[config.mk]
export PLATFORM = sky130hd
export DESIGN_NAME = bj_predict_unit
export DESIGN_NICKNAME = d
export VERILOG_FILES = /design/src/rtl/bj_predict_unit.sv
export SDC_FILE = /design/constraint.sdc
export NUM_CORES = 1
export LEC_CHECK = 0
export BUFFER_PORTS_ARGS = -buffer_cell sky130_fd_sc_hd__buf_2
export CAP_MARGIN = 20
export CORE_ASPECT_RATIO = 1.75
export CORE_MARGIN = 5
export CORE_UTILIZATION = 61
export CTS_CLUSTER_DIAMETER = 80
export DETAILED_ROUTE_END_ITERATION = 6
export PLACE_DENSITY_LB_ADDON = 0.3
export SLEW_MARGIN = 20
export SYNTH_ARGS = -nofsm -noshare
export SYNTH_HDL_FRONTEND = slang
export SYNTH_SLANG_ARGS = --single-unit
[constraint.sdc]
create_clock -name CLK -period 5.32 [get_ports CLK]
set_input_delay 0.532 -clock CLK [delete_from_list [all_inputs] [get_ports CLK]]
set_output_delay 0.532 -clock CLK [all_outputs]
set_load 0.1 [all_outputs]
[src/rtl/bj_predict_unit.sv]
// bj_predict_unit
//   Branch/jump unit for the pipelined RV32IM core. A direct-mapped BTB with
//   2-bit saturating direction counters supplies a taken/target prediction to
//   IF. Control instructions are resolved in EX. On a mispredict, FLUSH is
//   raised together with the correct redirect PC. Saturating performance
//   counters track resolved control instructions and mispredicts.
//
// Ports
//   CLK, RESET         clock; synchronous active-high reset
//   IF_PC              fetch PC to look up
//   PRED_TAKEN/TARGET  combinational prediction for IF_PC (target 0 if not taken)
//   EX_*               resolution inputs for the instruction in EX, including the
//                      prediction that was carried down the pipe with it
//   FLUSH, REDIRECT_PC mispredict indication and correct next PC
//   BRANCH_COUNT       resolved control instructions (saturating)
//   MISPREDICT_COUNT   FLUSH cycles (saturating)
module bj_predict_unit #(
    parameter int XLEN       = 32,
    parameter int INDEX_BITS = 4,
    parameter int CNT_W      = 32
) (
    input  logic             CLK,
    input  logic             RESET,
    input  logic [XLEN-1:0]  IF_PC,
    output logic             PRED_TAKEN,
    output logic [XLEN-1:0]  PRED_TARGET,
    input  logic             EX_VALID,
    input  logic [XLEN-1:0]  EX_PC,
    input  logic [XLEN-1:0]  EX_IMM,
    input  logic [XLEN-1:0]  EX_ALU_RESULT,
    input  logic [1:0]       EX_BJ_SIGNAL,
    input  logic [2:0]       EX_FUNC3,
    input  logic             EX_ZERO,
    input  logic             EX_SIGN_BIT,
    input  logic             EX_SLTU_BIT,
    input  logic             EX_PRED_TAKEN,
    input  logic [XLEN-1:0]  EX_PRED_TARGET,
    output logic             FLUSH,
    output logic [XLEN-1:0]  REDIRECT_PC,
    output logic [CNT_W-1:0] BRANCH_COUNT,
    output logic [CNT_W-1:0] MISPREDICT_COUNT
);
    localparam int ENTRIES = 1 << INDEX_BITS;
    localparam int TAG_W   = XLEN - INDEX_BITS - 2;

    function automatic logic [1:0] ctr_inc(input logic [1:0] c);
        return (c == 2'b11) ? c : c + 2'b01;
    endfunction

    function automatic logic [1:0] ctr_dec(input logic [1:0] c);
        return (c == 2'b00) ? c : c - 2'b01;
    endfunction

    function automatic logic [CNT_W-1:0] cnt_sat_inc(input logic [CNT_W-1:0] c);
        return (&c) ? c : c + {{(CNT_W-1){1'b0}}, 1'b1};
    endfunction

    logic [ENTRIES-1:0] valid_q, valid_d;
    logic [TAG_W-1:0]   tag_q    [ENTRIES];
    logic [TAG_W-1:0]   tag_d    [ENTRIES];
    logic [XLEN-1:0]    target_q [ENTRIES];
    logic [XLEN-1:0]    target_d [ENTRIES];
    logic [1:0]         ctr_q    [ENTRIES];
    logic [1:0]         ctr_d    [ENTRIES];
    logic [CNT_W-1:0]   branch_count_q, branch_count_d;
    logic [CNT_W-1:0]   mispredict_count_q, mispredict_count_d;

    // Word-aligned PCs: bits [1:0] (and bit 0 of the jump target) never
    // reach the table.
    logic unused_bits;
    assign unused_bits = ^{IF_PC[1:0], EX_PC[1:0], EX_ALU_RESULT[0]};

    // Lookup stage: purely from registered state, so a same-cycle update
    // to the same index is seen only after the edge.
    logic [INDEX_BITS-1:0] if_idx;
    logic [TAG_W-1:0]      if_tag;
    logic                  if_hit;

    assign if_idx      = IF_PC[INDEX_BITS+1:2];
    assign if_tag      = IF_PC[XLEN-1:INDEX_BITS+2];
    assign if_hit      = valid_q[if_idx] && (tag_q[if_idx] == if_tag);
    assign PRED_TAKEN  = if_hit && ctr_q[if_idx][1];
    assign PRED_TARGET = PRED_TAKEN ? target_q[if_idx] : '0;

    // Resolution stage
    logic [INDEX_BITS-1:0] ex_idx;
    logic [TAG_W-1:0]      ex_tag;
    logic                  ex_hit;
    logic                  is_branch, is_jump, cond_true, res_taken, mispredict;
    logic [XLEN-1:0]       res_target;

    assign ex_idx    = EX_PC[INDEX_BITS+1:2];
    assign ex_tag    = EX_PC[XLEN-1:INDEX_BITS+2];
    assign ex_hit    = valid_q[ex_idx] && (tag_q[ex_idx] == ex_tag);
    assign is_branch = (EX_BJ_SIGNAL == 2'b01);
    assign is_jump   = EX_BJ_SIGNAL[1];

    always_comb begin
        cond_true = 1'b0;
        case (EX_FUNC3)
            3'b000:  cond_true = EX_ZERO;
            3'b001:  cond_true = ~EX_ZERO;
            3'b100:  cond_true = EX_SIGN_BIT;
            3'b101:  cond_true = ~EX_SIGN_BIT;
            3'b110:  cond_true = EX_SLTU_BIT;
            3'b111:  cond_true = ~EX_SLTU_BIT;
            default: cond_true = 1'b0;
        endcase
    end

    assign res_taken  = is_jump || (is_branch && cond_true);
    assign res_target = is_jump ? {EX_ALU_RESULT[XLEN-1:1], 1'b0} : EX_PC + EX_IMM;

    // A non-control instruction carrying a taken prediction is an alias
    // hit and must also redirect.
    assign mispredict = EX_VALID && !RESET &&
                        ((res_taken != EX_PRED_TAKEN) ||
                         (res_taken && (res_target != EX_PRED_TARGET)));

    assign FLUSH       = mispredict;
    assign REDIRECT_PC = res_taken ? res_target : EX_PC + XLEN'(4);

    always_comb begin
        valid_d  = valid_q;
        tag_d    = tag_q;
        target_d = target_q;
        ctr_d    = ctr_q;
        if (EX_VALID) begin
            if (is_jump) begin
                valid_d[ex_idx]  = 1'b1;
                tag_d[ex_idx]    = ex_tag;
                target_d[ex_idx] = res_target;
                ctr_d[ex_idx]    = 2'b11;
            end else if (is_branch) begin
                if (ex_hit) begin
                    ctr_d[ex_idx] = res_taken ? ctr_inc(ctr_q[ex_idx]) : ctr_dec(ctr_q[ex_idx]);
                    if (res_taken) begin
                        target_d[ex_idx] = res_target;
                    end
                end else if (res_taken) begin
                    valid_d[ex_idx]  = 1'b1;
                    tag_d[ex_idx]    = ex_tag;
                    target_d[ex_idx] = res_target;
                    ctr_d[ex_idx]    = 2'b10;
                end
            end else if (ex_hit) begin
                valid_d[ex_idx] = 1'b0;
            end
        end
    end

    always_comb begin
        branch_count_d     = branch_count_q;
        mispredict_count_d = mispredict_count_q;
        if (EX_VALID && (EX_BJ_SIGNAL != 2'b00)) begin
            branch_count_d = cnt_sat_inc(branch_count_q);
        end
        if (mispredict) begin
            mispredict_count_d = cnt_sat_inc(mispredict_count_q);
        end
    end

    // Update stage: control state (valid, counters) is reset; tag/target
    // are don't-care while their entry is invalid.
    always_ff @(posedge CLK) begin
        if (RESET) begin
            valid_q            <= '0;
            branch_count_q     <= '0;
            mispredict_count_q <= '0;
            for (int i = 0; i < ENTRIES; i++) begin
                ctr_q[i] <= 2'b01;
            end
        end else begin
            valid_q            <= valid_d;
            ctr_q              <= ctr_d;
            branch_count_q     <= branch_count_d;
            mispredict_count_q <= mispredict_count_d;
        end
    end

    always_ff @(posedge CLK) begin
        tag_q    <= tag_d;
        target_q <= target_d;
    end

    assign BRANCH_COUNT     = branch_count_q;
    assign MISPREDICT_COUNT = mispredict_count_q;

endmodule

==> flow_summary.json, run 1 <==
{
  "port_buffers": 298,
  "endpoint": "FLUSH",
  "cts.htree.levels": 3,
  "final_cell_mix": "edfxtp_1, mux4_2, buf_2",
  "rows": 137,
  "fp.dieArea_um2": 85800,
  "cts_setup_buffers": 0,
  "grt_pass1_wl_mm": 215,
  "gp_congestion": 0.968,
  "start_util": 0.612,
  "critPathRequiredTime_ps": 4790,
  "antenna_found_initial": 24,
  "clk_path_buf_depth": 3,
  "syn-mean-instance-area_um2": 16.6,
  "final_common_cell": "edfxtp_1",
  "period_minus_slack_ps": 5030,
  "fin_tns_setup_ps": 0,
  "fin_crit_sh": 0.946,
  "hold_viol_final": 0,
  "critPathLaunch": "EX_PC[12]",
  "coreArea_um2": 79500,
  "hold_path_depth": 1,
  "power.density_nw_per_um2": 321,
  "peakVddDrop_mv": 0.356,
  "timing.rr.end": "ctr_q[6]",
  "setup_violations": 0,
  "detail-route-antenna-nets": 0,
  "drtPass1Iterations": 6,
  "die_h_um": 384,
  "cts_sinks": 1040,
  "clkLatencyLatePin_ps": 690,
  "end_kind": "output port",
  "via_per_inst": 7.07,
  "synthDistinctLibCells": 84,
  "grt_pass1_vias": 32100,
  "die_w_um": 224,
  "synth_async_sr_flop_share": 0,
  "p_leak_nw": 18.7,
  "cp_max_fo": 9,
  "ys.flop_type": "edfxtp_1",
  "worstSetupStartpointType": "input pin",
  "cts_tree": "yes",
  "ctsResizeCount": 0,
  "grtUsageTotal": 0.347,
  "ys_seq_elements": 1040,
  "ios": 302,
  "synth_nets": 3153,
  "syn-cell-area_um2": 48700,
  "maxCapViolations": 0,
  "place_area_um2": 53600,
  "synthCells": 2943,
  "avgRoutedWirePerCell_um": 33.5,
  "ys_warn_count": 0,
  "drt_iter0_drc": 4298,
  "cts.clk_slew.worst_paths_ps": 70,
  "synth-edff-count": 928,
  "tightestPinTransition_ps": 1040,
  "rsz0062_at_grt": "false",
  "cp.arrival_ps": 4500,
  "cts_hold_buf": 0,
  "drt_wl_total_mm": 149,
  "timing.fmax_mhz": 199,
  "r2r_cells": 13,
  "fin_area_um2": 56600,
  "hp-class": "input pin to flop",
  "ys_seq_area_frac": 0.618,
  "status": "completed",
  "crit_type": "input pin to output port",
  "gr-total-overflow": 0,
  "drive_above_1_share": 0.333,
  "slew_violations": 0,
  "fin_skew_ps": 32.3,
  "r2r_slack_ps": 1470,
  "root_buffer": "clkbuf_16",
  "relSlewSlack": 0.302,
  "grt_max_degree": 121,
  "nNetsFinal": 3548,
  "cts_buffers": 86,
  "route.vias.total": 31600,
  "dp_hpwl_mm": 100,
  "drc_errors": 0,
  "syn_to_final_growth_pct": 16.1,
  "r2r-start": "tag_q[1]"
}
[report_power, final]
group / switching (mW) / internal [mW] / total (mW)
combinational: 1.55 / 0.876 / 2.42
clock: 2.92 / 3.66 / 6.57
sequential: 0.0497 / 9.11 / 9.16
total: 4.51 / 13.6 / 18.2
[cell type report]
| cell class | count | area, µm² |
|---|---|---|
| antenna | 15 | 37.5 |
| clock inverter | 58 | 584 |
| tap | 1042 | 1300 |
| fill | 4933 | 23000 |
| clock buffer | 100 | 2310 |
| timing repair buffer | 486 | 4080 |
| multi-input combinational | 1689 | 18000 |
| sequential | 1040 | 30100 |
| inverter | 35 | 133 |
[layer usage]
layer | share of wire | wire [µm] | GRT usage | vias up
li1 | - | - | - | 12800
met1 | 0.32 | 47400 | 0.417 | 15900
met2 | 0.50 | 74400 | 0.577 | 2361
met3 | 0.11 | 17100 | 0.0887 | 497
met4 | 0.069 | 10300 | 0.192 | 18
met5 | 0.00070 | 104 | 0 | -
[how the worst min path moves through the flow]
stage,start,endpoint
after floorplan,ctr_q[11],ctr_q[11]
after global placement,ctr_q[7],ctr_q[7]
after detailed placement,ctr_q[17],ctr_q[17]
after CTS,EX_PC[13],tag_q[7]
after global routing,EX_PC[13],tag_q[85]
final,EX_PC[13],tag_q[7]
[sequential cells by signal, indices dropped and copies added (netlist names), named ones only]
register	cells
ctr_q	32
target_q	512
MISPREDICT_COUNT	32
tag_q	416
BRANCH_COUNT	32
[cells by family after synthesis]
kind of cell / count (synthesis) / share of synthesized area
multiplexers: 462 / 0.207
XOR/XNOR: 141 / 0.0254
AND/OR/NAND/NOR: 670 / 0.0687
flip-flops: 1040 / 0.618
buffers and inverters: 214 / 0.0182
adder cells (fa/ha/maj): 39 / 0.0101
AO/OA/AOI/OAI: 377 / 0.0521
[critical path: stages]
cell,delay (ps)
buf_2,120
ha_1,550
nand2_1,200
o21a_1,280
a2111oi_2,440
a211oi_2,230
nor2_1,270
nor4_1,90
a311o_1,310
xnor2_1,510
a2111oi_4,170
buf_12,180
nor2b_2,150
buf_2,450
[cells in the mapped netlist (all sizes together) (8+ instances only)]
library cell | n | area (µm²)
a2111oi | 8 | 108
a211o | 11 | 97.6
a211oi | 20 | 175
a21o | 12 | 90.1
a21oi | 95 | 483
a31oi | 10 | 62.6
and2b | 9 | 67.6
and3 | 25 | 161
and4 | 9 | 81.3
buf | 69 | 344
clkbuf | 110 | 413
dfxtp | 112 | 2240
edfxtp | 928 | 27900
ha | 37 | 463
inv | 34 | 128
mux2 | 21 | 236
mux4 | 436 | 9820
nand2 | 174 | 653
nand3 | 56 | 280
nand4 | 48 | 300
nor2 | 155 | 582
nor2b | 59 | 369
nor3 | 46 | 235
nor4 | 25 | 169
o211ai | 30 | 240
o21a | 10 | 75.1
o21ai | 101 | 521
o311ai | 13 | 114
o31ai | 11 | 82.6
o41ai | 8 | 70.1
or2 | 8 | 50.1
or3 | 16 | 100
or4 | 13 | 97.6
xnor2 | 87 | 762
xor2 | 54 | 473
[through the flow]
step	setup WS (ps)	std cells	utilization	hold WS (ps)	power (mW)
after detailed placement	234	4291	0.674	475	11.7
after global routing	107	4451	0.711	215	18.7
after floorplan	83.8	2943	-	446	10.8
after CTS	333	4449	0.710	195	18.2
after global placement	278	4291	0.674	469	11.6
final	286	4465	0.711	227	18.2
No activity file was read; power rests on OpenSTA's default activity.
==> inputs of run 2 (changes only) <==
--- a/config.mk
+++ b/config.mk
@@ -7,7 +7,6 @@
 export LEC_CHECK = 0
 export BUFFER_PORTS_ARGS = -buffer_cell sky130_fd_sc_hd__buf_2
 export CAP_MARGIN = 20
-export CORE_ASPECT_RATIO = 1.75
 export CORE_MARGIN = 5
 export CORE_UTILIZATION = 61
 export CTS_CLUSTER_DIAMETER = 80
==> run 2 against run 1 <==
Effect of this change: wire length increased by 3.9%; core utilization grew 0.79 points; global-route usage is 1.2 points higher; via count up 2.5%; first-iteration DRC count increased by 18%; non-clock buffer count is 26 lower; clock power increased by 8.7%; worst setup slack got worse by 230 ps; largest cell class unchanged; largest power group unchanged.
==> flow_summary.json, run 2 (synthesis results as in run 1) <==
{
  "status": "completed",
  "final_cell_mix": "edfxtp_1, mux4_2, buf_2",
  "cp_slowest_stage_delay_ps": 520,
  "largest_register": "target_q",
  "clkLatencyLatePin_ps": 690,
  "critPathRequiredTime_ps": 4790,
  "die_w_um": 293,
  "largest_register_ffs": 512,
  "grt_pass1_vias": 32200,
  "grt_pass1_wl_mm": 223,
  "slew_violations": 0,
  "fin_skew_ps": 23.4,
  "final_util": 0.719,
  "relSlewSlack": 0.247,
  "ios": 302,
  "total_power_mw": 18.8,
  "r2r-start": "tag_q[79]",
  "drtPass1Iterations": 6,
  "power.density_nw_per_um2": 330,
  "gr-total-overflow": 0,
  "rows": 103,
  "timing.fmax_mhz": 190,
  "hold_start": "EX_PC[31]",
  "pre_cts_ws_ps": 142,
  "cts_buffers": 101,
  "rsz0062_at_grt": "false",
  "fill_cells": 4735,
  "cp.arrival_ps": 4730,
  "start_util": 0.616,
  "fin_area_um2": 56900,
  "dp_hpwl_mm": 99.8,
  "grt_max_degree": 121,
  "fp.dieArea_um2": 85600,
  "gp_congestion": 0.932,
  "syn_to_final_growth_pct": 16.8,
  "crit_type": "input pin to output port",
  "root_buffer": "clkbuf_16",
  "route.vias.total": 32400,
  "reg_top3": "target_q (512), tag_q (416)",
  "fin_tns_setup_ps": 0,
  "worstSetupStartpointType": "input pin",
  "path_cells": "buf_2 > ha_1 > fa_1 > a211oi_2 > o21ai_4 > nand4_1 > nand4_1 > a2111oi_1 > buf_4 > o2111ai_1 > and4b_1 > nand4_1 > a2111oi_4 > buf_4 > nor2b_2 > buf_2",
  "period_minus_slack_ps": 5260,
  "hold_viol_final": 0,
  "antenna_found_initial": 27,
  "coreArea_um2": 79100,
  "place_area_um2": 53500,
  "drt_wl_total_mm": 155,
  "drive_above_1_share": 0.331,
  "grtUsageTotal": 0.359,
  "crit_top_cell": "nand4_1",
  "end_kind": "output port",
  "detail-route-antenna-nets": 0,
  "drt_iter0_drc": 5078,
  "setup_violations": 0,
  "cts.htree.levels": 3,
  "maxCapViolations": 0,
  "final_common_cell": "edfxtp_1",
  "slowest_stage": "fa_1",
  "avgRoutedWirePerCell_um": 34.6,
  "die_h_um": 293,
  "peakVddDrop_mv": 0.266,
  "fin_crit_sh": 0.989,
  "cp_max_fo": 8,
  "fin_ws_ps": 60.8,
  "p_leak_nw": 18.7,
  "cts_sinks": 1040,
  "clk_path_buf_depth": 3,
  "drc_errors": 0,
  "tightestPinTransition_ps": 1130,
  "port_buffers": 298,
  "critPathLaunch": "EX_PC[0]",
  "nNetsFinal": 3537,
  "hp-class": "input pin to flop",
  "cts_tree": "yes",
  "via_per_inst": 7.22,
  "cts.clk_slew.worst_paths_ps": 60
}
-- run 2: cell count changes in the layout (fill, tap and decap cells not counted), moves of 8 or more --
cell       change
clkbuf_16     +13
diode_2       +11
buf_12         +9
buf_4         -37
clkinv_1       +8
-- run 2: critical path: cells and delay by family --
family / cells / cell delay, ps
fa+ha+maj: 2 / 860
simple gates: 5 / 860
buf+inv: 4 / 850
compound gates: 5 / 1620
-- run 2: per-layer routing --
metal,vias to the layer above,global-route usage,share of wire
met5,-,0,0.00022
met3,394,0.111,0.14
met2,2816,0.565,0.48
li1,12900,-,-
met4,6,0.134,0.044
met1,16300,0.483,0.34
-- run 2: power breakdown --
group | switching [mW] | total, mW | internal, mW
Sequential | 0.0510 | 9.16 | 9.11
Combinational | 1.58 | 2.45 | 0.870
Clock | 3.23 | 7.14 | 3.91
Total | 4.86 | 18.8 | 13.9
-- run 2: final timing paths --
| kind | end | slack [ps] | cells past startpoint |
|---|---|---|---|
| max | FLUSH | 60 | 16 |
| min | tag_q[181] | 310 | 1 |
| max reg2reg | ctr_q[8] | 1390 | 13 |
| min reg2reg | ctr_q[11] | 480 | 2 |
-- run 2: layout make-up --
cell class / count / area, µm² / share of cell area
sequential: 1040 / 30100 / 0.529
multi-input combinational: 1689 / 18000 / 0.317
timing repair buffer: 460 / 3970 / 0.0698
clock buffer: 114 / 2620 / 0.0460
tap: 1050 / 1310 / 0.0231
clock inverter: 71 / 661 / 0.0116
inverter: 35 / 131 / 0.00231
antenna: 26 / 65.1 / 0.00114
-- run 2: stage by stage --
stage | instances | hold WS (ps)
4_1_cts | 4459 | 280
2_1_floorplan | 2943 | 446
3_3_place_gp | 4274 | 461
5_1_grt | 4470 | 300
6_report | 4485 | 308
3_5_place_dp | 4274 | 466
-- run 2: repair_timing --
item | CTS | global route
hold buffers | 0 | 0
setup buffers | 0 | 0
setup endpoints to repair | 0 | 1
resized for setup | 0 | 2
